===== config.mk =====
export PLATFORM = sky130hd
export DESIGN_NAME = gpr_file_scoreboard_flat
export DESIGN_NICKNAME = d
export VERILOG_FILES = /design/src/rtl/gpr_file_scoreboard_if.sv /design/src/rtl/gpr_file_scoreboard.sv /design/src/flat_wrapper.sv
export SDC_FILE = /design/constraint.sdc
export NUM_CORES = 2
export LEC_CHECK = 0
export BUFFER_PORTS_ARGS = -buffer_cell sky130_fd_sc_hd__buf_2
export CORE_MARGIN = 2
export CORE_UTILIZATION = 52
export DETAILED_ROUTE_END_ITERATION = 8
export PLACE_DENSITY = 0.74
export SYNTH_ARGS = -nofsm -noshare
export SYNTH_HDL_FRONTEND = slang
export SYNTH_SLANG_ARGS = --single-unit

===== constraint.sdc =====
create_clock -name clk -period 9.7 [get_ports clk]
set_clock_uncertainty 0.2 [all_clocks]
set_input_delay 1.94 -clock clk [delete_from_list [all_inputs] [get_ports clk]]
set_output_delay 1.94 -clock clk [all_outputs]
set_load 0.02 [all_outputs]

===== src/rtl/gpr_file_scoreboard_if.sv =====
// Register-file bus: ID read ports, issue handshake, and WB commit port.
interface gpr_file_scoreboard_if #(
  parameter int DATA_W = 32
);
  logic [4:0]        r1;
  logic [4:0]        r2;
  logic [DATA_W-1:0] r1_dout;
  logic [DATA_W-1:0] r2_dout;
  logic              r1_busy;
  logic              r2_busy;
  logic              issue_valid;
  logic [4:0]        issue_rw;
  logic              issue_ready;
  logic              flush;
  logic              wb_valid;
  logic              wb_we;
  logic [4:0]        rw;
  logic [DATA_W-1:0] reg_din;

  // Pipeline side: drives addresses, issue and commit, consumes read data.
  modport master (
    output r1, r2, issue_valid, issue_rw, flush, wb_valid, wb_we, rw, reg_din,
    input  r1_dout, r2_dout, r1_busy, r2_busy, issue_ready
  );

  // Register file side.
  modport slave (
    input  r1, r2, issue_valid, issue_rw, flush, wb_valid, wb_we, rw, reg_din,
    output r1_dout, r2_dout, r1_busy, r2_busy, issue_ready
  );
endinterface


===== src/rtl/gpr_file_scoreboard.sv =====
// MIPS GPR file (31 writable registers, r0 hardwired to zero) with a
// per-register count of in-flight writes. Reads are combinational with a
// same-cycle bypass from the WB port; busy flags let ID stall on RAW hazards.
module gpr_file_scoreboard #(
  parameter int DATA_W = 32,
  parameter int CNT_W  = 2
) (
  input logic                  clk,
  input logic                  resetn,
  gpr_file_scoreboard_if.slave bus
);

  localparam logic [CNT_W-1:0] CNT_ONE = CNT_W'(1);
  localparam logic [CNT_W-1:0] CNT_MAX = '1;

  logic [DATA_W-1:0] regs_q [32];
  logic [CNT_W-1:0]  cnt_q  [32];
  logic [CNT_W-1:0]  cnt_d  [32];

  logic wb_fire;
  logic issue_fire;

  // Bypass is gated by resetn so reads during reset return zero.
  assign wb_fire    = resetn & bus.wb_valid & bus.wb_we & (bus.rw != 5'd0);
  assign issue_fire = bus.issue_valid & bus.issue_ready;

  assign bus.issue_ready = (bus.issue_rw == 5'd0) || (cnt_q[bus.issue_rw] != CNT_MAX);

  // Combinational read ports with WB bypass and busy derivation.
  always_comb begin
    bus.r1_dout = '0;
    bus.r2_dout = '0;
    bus.r1_busy = 1'b0;
    bus.r2_busy = 1'b0;
    if (resetn && bus.r1 != 5'd0) begin
      bus.r1_dout = (wb_fire && bus.rw == bus.r1) ? bus.reg_din : regs_q[bus.r1];
      // A commit this cycle retires one pending write; busy only if more remain.
      bus.r1_busy = (cnt_q[bus.r1] != '0) &&
                    !(bus.wb_valid && bus.rw == bus.r1 && cnt_q[bus.r1] == CNT_ONE);
    end
    if (resetn && bus.r2 != 5'd0) begin
      bus.r2_dout = (wb_fire && bus.rw == bus.r2) ? bus.reg_din : regs_q[bus.r2];
      bus.r2_busy = (cnt_q[bus.r2] != '0) &&
                    !(bus.wb_valid && bus.rw == bus.r2 && cnt_q[bus.r2] == CNT_ONE);
    end
  end

  // Next-state of the in-flight counters; flush wins over issue/commit,
  // decrement at zero holds instead of wrapping.
  always_comb begin
    for (int n = 0; n < 32; n++) begin
      logic inc;
      logic dec;
      inc      = issue_fire && (bus.issue_rw == 5'(n)) && (n != 0);
      dec      = bus.wb_valid && (bus.rw == 5'(n)) && (n != 0);
      cnt_d[n] = cnt_q[n];
      if (bus.flush) begin
        cnt_d[n] = '0;
      end else if (inc && !dec) begin
        cnt_d[n] = cnt_q[n] + CNT_ONE;
      end else if (dec && !inc && cnt_q[n] != '0) begin
        cnt_d[n] = cnt_q[n] - CNT_ONE;
      end
    end
  end

  // Register array write; WB commits even in a flush cycle since it is older.
  always_ff @(posedge clk or negedge resetn) begin
    if (!resetn) begin
      for (int n = 0; n < 32; n++) regs_q[n] <= '0;
    end else if (wb_fire) begin
      regs_q[bus.rw] <= bus.reg_din;
    end
  end

  // Counter state update.
  always_ff @(posedge clk or negedge resetn) begin
    if (!resetn) begin
      for (int n = 0; n < 32; n++) cnt_q[n] <= '0;
    end else begin
      for (int n = 0; n < 32; n++) cnt_q[n] <= cnt_d[n];
    end
  end

  // Commit without a matching issue is a pipeline protocol error.
  always @(posedge clk) begin
    if (resetn && bus.wb_valid && bus.rw != 5'd0) begin
      underflow_chk: assert (cnt_q[bus.rw] != '0)
        else $warning("gpr_file_scoreboard: commit to r%0d with no write in flight", bus.rw);
    end
  end

endmodule


===== src/flat_wrapper.sv =====
// flat-port wrapper written by rule: the top's interface ports become plain ports
module gpr_file_scoreboard_flat 
#(
  parameter int DATA_W = 32,
  parameter int CNT_W  = 2
)
  (clk, resetn, bus_r1, bus_r2, bus_issue_valid, bus_issue_rw, bus_flush, bus_wb_valid, bus_wb_we, bus_rw, bus_reg_din, bus_r1_dout, bus_r2_dout, bus_r1_busy, bus_r2_busy, bus_issue_ready);
  gpr_file_scoreboard_if #(.DATA_W(DATA_W)) bus_i ();
  input logic clk;
  input logic resetn;
  input wire logic [$bits(bus_i.r1)-1:0] bus_r1;
  input wire logic [$bits(bus_i.r2)-1:0] bus_r2;
  input wire logic [$bits(bus_i.issue_valid)-1:0] bus_issue_valid;
  input wire logic [$bits(bus_i.issue_rw)-1:0] bus_issue_rw;
  input wire logic [$bits(bus_i.flush)-1:0] bus_flush;
  input wire logic [$bits(bus_i.wb_valid)-1:0] bus_wb_valid;
  input wire logic [$bits(bus_i.wb_we)-1:0] bus_wb_we;
  input wire logic [$bits(bus_i.rw)-1:0] bus_rw;
  input wire logic [$bits(bus_i.reg_din)-1:0] bus_reg_din;
  output wire logic [$bits(bus_i.r1_dout)-1:0] bus_r1_dout;
  output wire logic [$bits(bus_i.r2_dout)-1:0] bus_r2_dout;
  output wire logic [$bits(bus_i.r1_busy)-1:0] bus_r1_busy;
  output wire logic [$bits(bus_i.r2_busy)-1:0] bus_r2_busy;
  output wire logic [$bits(bus_i.issue_ready)-1:0] bus_issue_ready;
  assign bus_i.r1 = bus_r1;
  assign bus_i.r2 = bus_r2;
  assign bus_i.issue_valid = bus_issue_valid;
  assign bus_i.issue_rw = bus_issue_rw;
  assign bus_i.flush = bus_flush;
  assign bus_i.wb_valid = bus_wb_valid;
  assign bus_i.wb_we = bus_wb_we;
  assign bus_i.rw = bus_rw;
  assign bus_i.reg_din = bus_reg_din;
  assign bus_r1_dout = bus_i.r1_dout;
  assign bus_r2_dout = bus_i.r2_dout;
  assign bus_r1_busy = bus_i.r1_busy;
  assign bus_r2_busy = bus_i.r2_busy;
  assign bus_issue_ready = bus_i.issue_ready;
  gpr_file_scoreboard #(.DATA_W(DATA_W), .CNT_W(CNT_W)) u_core (.clk(clk), .resetn(resetn), .bus(bus_i));
endmodule

### Yosys cells after proc, flatten, opt, wreduce, memory -nomap -nowiden

Cells that the tools add are included.

| word-level totals | value |
|---|---|
| register bits after elaboration | 1,086 |
| bits of input ports | 58 |
| output and inout bits | 67 |

| cells by class | value |
|---|---|
| $add $sub $neg | 62 |
| $lt $le $gt $ge | 5 |
| eq/ne operators | 67 |
| mux-type cells | 117 |
| bitwise logic cells | 8 |
| reduce and logical (&&, ||, !) cells | 299 |

Operators by type and width:

| operator | number |
|---|---|
| 1024-bit bitwise mux | 1 |
| 32-bit binary-select mux with 5-bit select | 2 |
| 32-bit two-way mux | 9 |
| 2-bit two-way mux | 99 |
| 1-bit logical AND | 166 |
| 32-bit demux with 5-bit select | 1 |
| 5-bit equality test, second input constant | 32 |
| 3-bit nonzero test | 31 |
| 5-bit by 4-bit equality test with 1-bit output, second input constant | 16 |
| 2-bit nonzero test | 33 |
| 1-bit logical NOT | 64 |
| 2-bit by 1-bit adder with 2-bit output, second input constant | 31 |
| 2-bit by 1-bit subtractor with 2-bit output, second input constant | 31 |
| 5-bit by 3-bit equality test with 1-bit output, second input constant | 8 |
| 2-bit binary-select mux with 5-bit select | 3 |
| 6-bit greater-or-equal comparator, second input constant | 4 |
| 5-bit NOT with 6-bit output | 4 |
| 5-bit by 2-bit equality test with 1-bit output, second input constant | 4 |
| 5-bit nonzero test | 3 |
| 5-bit by 1-bit equality test with 1-bit output, second input constant | 2 |
| 5-bit equality test | 2 |
| 6-bit by 1-bit < comparator with 1-bit output, second input constant | 1 |
| 5-bit logical NOT | 1 |
| 1-bit bitwise AND | 4 |
| other kinds (4) | 6 |

### Logic depth before layout (Yosys ltp)

| depth | value |
|---|---|
| depth in word-level cells | 14 |
| mapped depth | 11 |
| mapped depth without buffers | 7 |

### Worst setup path before layout

Ideal clock, no wire load.

| timing | value |
|---|---|
| path type | input to output |
| start point | in bus_rw[3] |
| end point | out bus_r1_dout[10] |
| arrival time | 3,956 ps |
| slack | 3,604 ps |
| cell stages on the path | 9 |
| cells stage by stage | buf_2 nor3_1 nand2_1 and4_1 clkbuf_1 nand4_1 clkbuf_1 nor2_1 a211oi_1 |

| on the way | value |
|---|---|
| word-level cells in the longest chain between the ends | 5 |
| elaborated cells between the ends (all ways) | 6 |
| those cells by class | eq/ne (1); mux (2); bitwise (1); reduce/logical (2) |

RTL lines:

| item | RTL line | RTL |
|---|---|---|
| start, declared | flat_wrapper.sv:18 | `input wire logic [$bits(bus_i.rw)-1:0] bus_rw;` |
| 5-bit nonzero test | gpr_file_scoreboard.sv:24 | `assign wb_fire = resetn & bus.wb_valid & bus.wb_we & (bus.rw != 5'd0);` |
| 1-bit bitwise AND | gpr_file_scoreboard.sv:24 |  |
| 1-bit logical AND * | gpr_file_scoreboard.sv:36 | `bus.r1_dout = (wb_fire && bus.rw == bus.r1) ? bus.reg_din : regs_q[bus.r1];` |
| 32-bit two-way mux * | gpr_file_scoreboard.sv:36 |  |
| 32-bit two-way mux * | gpr_file_scoreboard.sv:35 | `if (resetn && bus.r1 != 5'd0) begin` |
| end, declared | flat_wrapper.sv:20 | `output wire logic [$bits(bus_i.r1_dout)-1:0] bus_r1_dout;` |

Mark *: on every way between the ends. The rest lies on a longest branch, timed or not.

### Worst setup path in the final report

| timing | value |
|---|---|
| start point | in bus_r1[0] |
| end point | out bus_r1_dout[5] |

| on the way | value |
|---|---|
| word-level cells in the longest chain between the ends | 6 |
| elaborated cells between the ends (all ways) | 10 |
| those cells by class | eq/ne (1); mux (5); bitwise (1); reduce/logical (3) |

RTL lines:

| item | RTL line | RTL |
|---|---|---|
| start, declared | flat_wrapper.sv:11 | `input wire logic [$bits(bus_i.r1)-1:0] bus_r1;` |
| 5-bit NOT with 6-bit output (implied by the code) | gpr_file_scoreboard.sv:36 |  |
| 32-bit binary-select mux with 5-bit select | gpr_file_scoreboard.sv:36 |  |
| 32-bit two-way mux (implied by the code) (2 in a row) | gpr_file_scoreboard.sv:36 |  |
| 32-bit two-way mux | gpr_file_scoreboard.sv:36 |  |
| 32-bit two-way mux * | gpr_file_scoreboard.sv:35 |  |

Mark *: on every way between the ends. The rest lies on a longest branch, timed or not. The select of a mux whose other input is x is not followed.

==> results by group <==
Drt
  • Routed wire length: 167 mm
  • Vias per cell: 6.99
  • Final antenna-violating net count: 0
  • Vias: around 37000
  • 1st-iter DRT viols: 4205
  • Drt pass-1 iters: 6
  • DR WL/cell: 31.1 um
  • Detailed-route DRC error count: 0

Floorplanning
  • Standard-cell rows: 124
  • Core Region: between 100000 and 150000 um2
  • Die height: 343 um
  • DIE WIDTH: roughly 340 um
  • # IOs: 125
  • Die area: 118000 um2
  • Starting Density: 0.524

Worst hold path
  • Hold_sp: u_core.regs_q[1011]
  • Worst Hold Endpoint: u_core.regs_q[1011]
  • Worst Hold Class: flip-flop to flip-flop
  • Min-Delay Path Depth: 0

Worst setup path
  • Worst EP arrival: around 5300 ps
  • Setup CP Type: input port to output pin
  • RR Endpoint: u_core.cnt_q[36]
  • Cells on worst reg2reg path: 7
  • Critical-path top delay cell: buf_4
  • Worst Setup End Kind: output pin
  • CP Cell Sequence: buf_8 -> buf_4 -> mux4_2 -> mux4_2 -> mux2i_1 -> a211oi_1 -> buf_2
  • Worst path required time: ~7600 ps
  • R2r setup slk: approximately 6500 ps
  • Max stage delay on crit path: between 600 and 700 ps
  • Worst Setup Start Kind: input port
  • Reg2Reg Launch Point: u_core.cnt_q[54]
  • Crit-path most repeated cell: mux4_2
  • Worst-path fanout max: 71

Timing
  • Final Max Tran Viols: 0
  • Setup TNS: 0 ps
  • Rel. slew slack: 0.171
  • Hold Fails Final Rpt: 0
  • Fmax: 135 MHz
  • Final Setup Violations: 0
  • Period Utilization, post-route: 0.761
  • Tmin final: 7390 ps
  • Slew @ Worst Pin: 1240 ps
  • RSZ-0062 raised after global routing: false
  • Final WS setup: 2310 ps

Pwr
  • P_int: 0.00823 W
  • Share of total power in the clock network: 0.408
  • NetSw: ~0.0028 W
  • Peak VDD IR: 0.159 mV
  • Flop pwr share: 0.462
  • P per Cell Area: 169 nW/um2
  • Leakage: 29.0 nW
  • Combinational Power Share: 0.130
  • Switch share: 0.256

CTS
  • CTS tree: done
  • Setup Buffers After CTS: 0
  • H-tree Lvls: 3
  • Cts repair resizes: 0
  • Clk sink count: 1086
  • Clk Latency, worst-skew pair: 720 ps
  • Number of CTS-inserted buffers: 112
  • Worst-case clock buffer depth: 3
  • Clock Pin Slew Worst Setup and Hold Paths: 60 ps
  • # hold bufs at CTS: 0
  • CTS Root Cell: clkbuf_16

Job
  • Max Cap Viol: 0

Global routing
  • Number of global-route vias before repair: 38100
  • Initial antenna violation count: 2
  • Gr ovfl total: 0
  • Gr usage total: 0.287
  • First-pass GRT wire length: 250 mm
  • Largest net degree at the start of global routing: between 150 and 200

Yosys
  • Mean Syn Cell Area: 15.4 um2
  • Largest family of logic cells by synthesized area: multiplexers
  • Synth Area in Simple Gates: 0.0255
  • Ys async rst share: 1.00
  • Synth warn: 0
  • Syn Nets: 3938
  • Post-synthesis adder-cell area fraction: 0
  • Post-synthesis register bit count: between 1000 and 1500
  • Post-synthesis xor/xnor area fraction: 0.00205
  • Synthesized cell area: 59900 um2
  • Compound-cell area share of the yosys netlist: 0.0314
  • Post-synthesis cell type count: 56
  • Multiplexer share of the synthesized area: 0.455
  • Post-synthesis cell count: 3880
  • Top_reg_cell synth: dfrtp_1
  • EDFF count, synth: 0
  • Seq/Total Area, Yosys: 0.454

Place
  • Dpl ws: 2270 ps
  • Hpwl dp: between 90 and 100 mm
  • PortBufs: 124
  • Placer congestion estimate: about 0.85

Final layout
  • Area Overhead vs Synth: 9.03%
  • Most common cell after layout, fill and taps aside: dfrtp_1
  • Area taken by multi-input logic gates: 31000 um2
  • Most frequent cells in the layout: dfrtp_1 (1086), mux2_2 (996), mux4_2 (673)
  • Share of post-route cells with drive strength above 1: 0.546
  • # fillers: 8699
  • Final net count: roughly 3800
  • Storage element area: ~27000 um2

Outcome
  • Status: finished, final reports clean
critical path, delay by kind of cell:
kind	cells	cell delay [ps]
buffers and inverters	3	1430
AOI/OAI and AO/OA	1	160
muxes	3	1630
final cells by class:
| class | instances | share of cell area |
|---|---|---|
| multi-input combinational | 2344 | 0.475 |
| sequential | 1086 | 0.416 |
| clock buffer | 155 | 0.0489 |
| tap | 1512 | 0.0290 |
| timing repair buffer | 195 | 0.0201 |
| clock inverter | 55 | 0.0103 |
| inverter | 8 | 0.000460 |
| antenna | 1 | 0.0000383 |
synth_stat cells (8+ instances only):
cell,count,area (um2)
mux4_2,673,15200
nand3_1,11,55.1
nand2_1,48,180
buf_2,115,576
nor2_1,119,447
mux2i_1,78,781
a211oi_1,76,571
nor3_1,24,120
buf_6,11,124
and2_1,19,119
a311oi_1,11,96.3
a21oi_1,53,265
buf_1,85,319
mux2_2,996,11200
o211ai_1,36,270
dfrtp_1,1086,27200
a221oi_1,9,78.8
a221o_1,13,130
clkbuf_1,224,841
o21a_1,10,75.1
nand4_1,8,50.1
nor2b_1,10,62.6
and3_1,18,113
nand2b_1,19,119
o21ai_0,32,160
inv_1,8,30.0
logic make-up (layout without fill, tap and decap cells):
family	count (synthesis)	count (layout)
buf+inv	450	413
xor+xnor	14	14
flops	1086	1086
other cells	0	1
mux	1750	1750
compound gates	268	268
simple gates	312	312
power groups by stage:
stage | logic [W] | clock network, W | registers, W
CTS | 0.00144 | 0.00457 | 0.00510
global placement | 0.00141 | 0 | 0.00516
floorplan | 0.00107 | 0 | 0.00510
global route | 0.00154 | 0.00476 | 0.00515
finish | 0.00144 | 0.00451 | 0.00511
detailed placement | 0.00144 | 0 | 0.00518
metal layers:
metal / vias to the layer above / wire length (um) / GRT usage
met5: - / 14 / 0
met1: 20400 / 69400 / 0.419
met4: 2 / 4930 / 0.0867
li1: 14900 / - / -
met3: 310 / 13800 / 0.0528
met2: 1777 / 78500 / 0.443
state kept, by name, indices dropped and copies added, names as in the netlist:
register and flops:
u_core.regs_q 1024, u_core.cnt_q 62
stage by stage:
| step | hold WS [ps] | cells | utilization | power, W | instance area (um2) |
|---|---|---|---|---|---|
| after floorplan | 241 | 3880 | - | 0.00617 | 59900 |
| after global placement | 176 | 5145 | 0.537 | 0.00657 | 61400 |
| after detailed placement | 183 | 5145 | 0.537 | 0.00662 | 61400 |
| after CTS | 197 | 5355 | 0.571 | 0.0111 | 65300 |
| after global routing | 203 | 5355 | 0.571 | 0.0114 | 65300 |
| final | 192 | 5356 | 0.571 | 0.0111 | 65300 |
how the worst max path moves through the flow:
stage                     cells after the start       from               to
after floorplan                               9  bus_rw[3]  bus_r1_dout[10]
after detailed placement                      7  bus_r1[0]   bus_r1_dout[5]
after global routing                          7  bus_r1[0]   bus_r1_dout[5]
after global placement                        7  bus_r1[0]   bus_r1_dout[5]
after CTS                                     7  bus_r1[0]   bus_r1_dout[5]
final                                         7  bus_r1[0]   bus_r1_dout[5]
No activity file was read; power rests on OpenSTA's default activity.
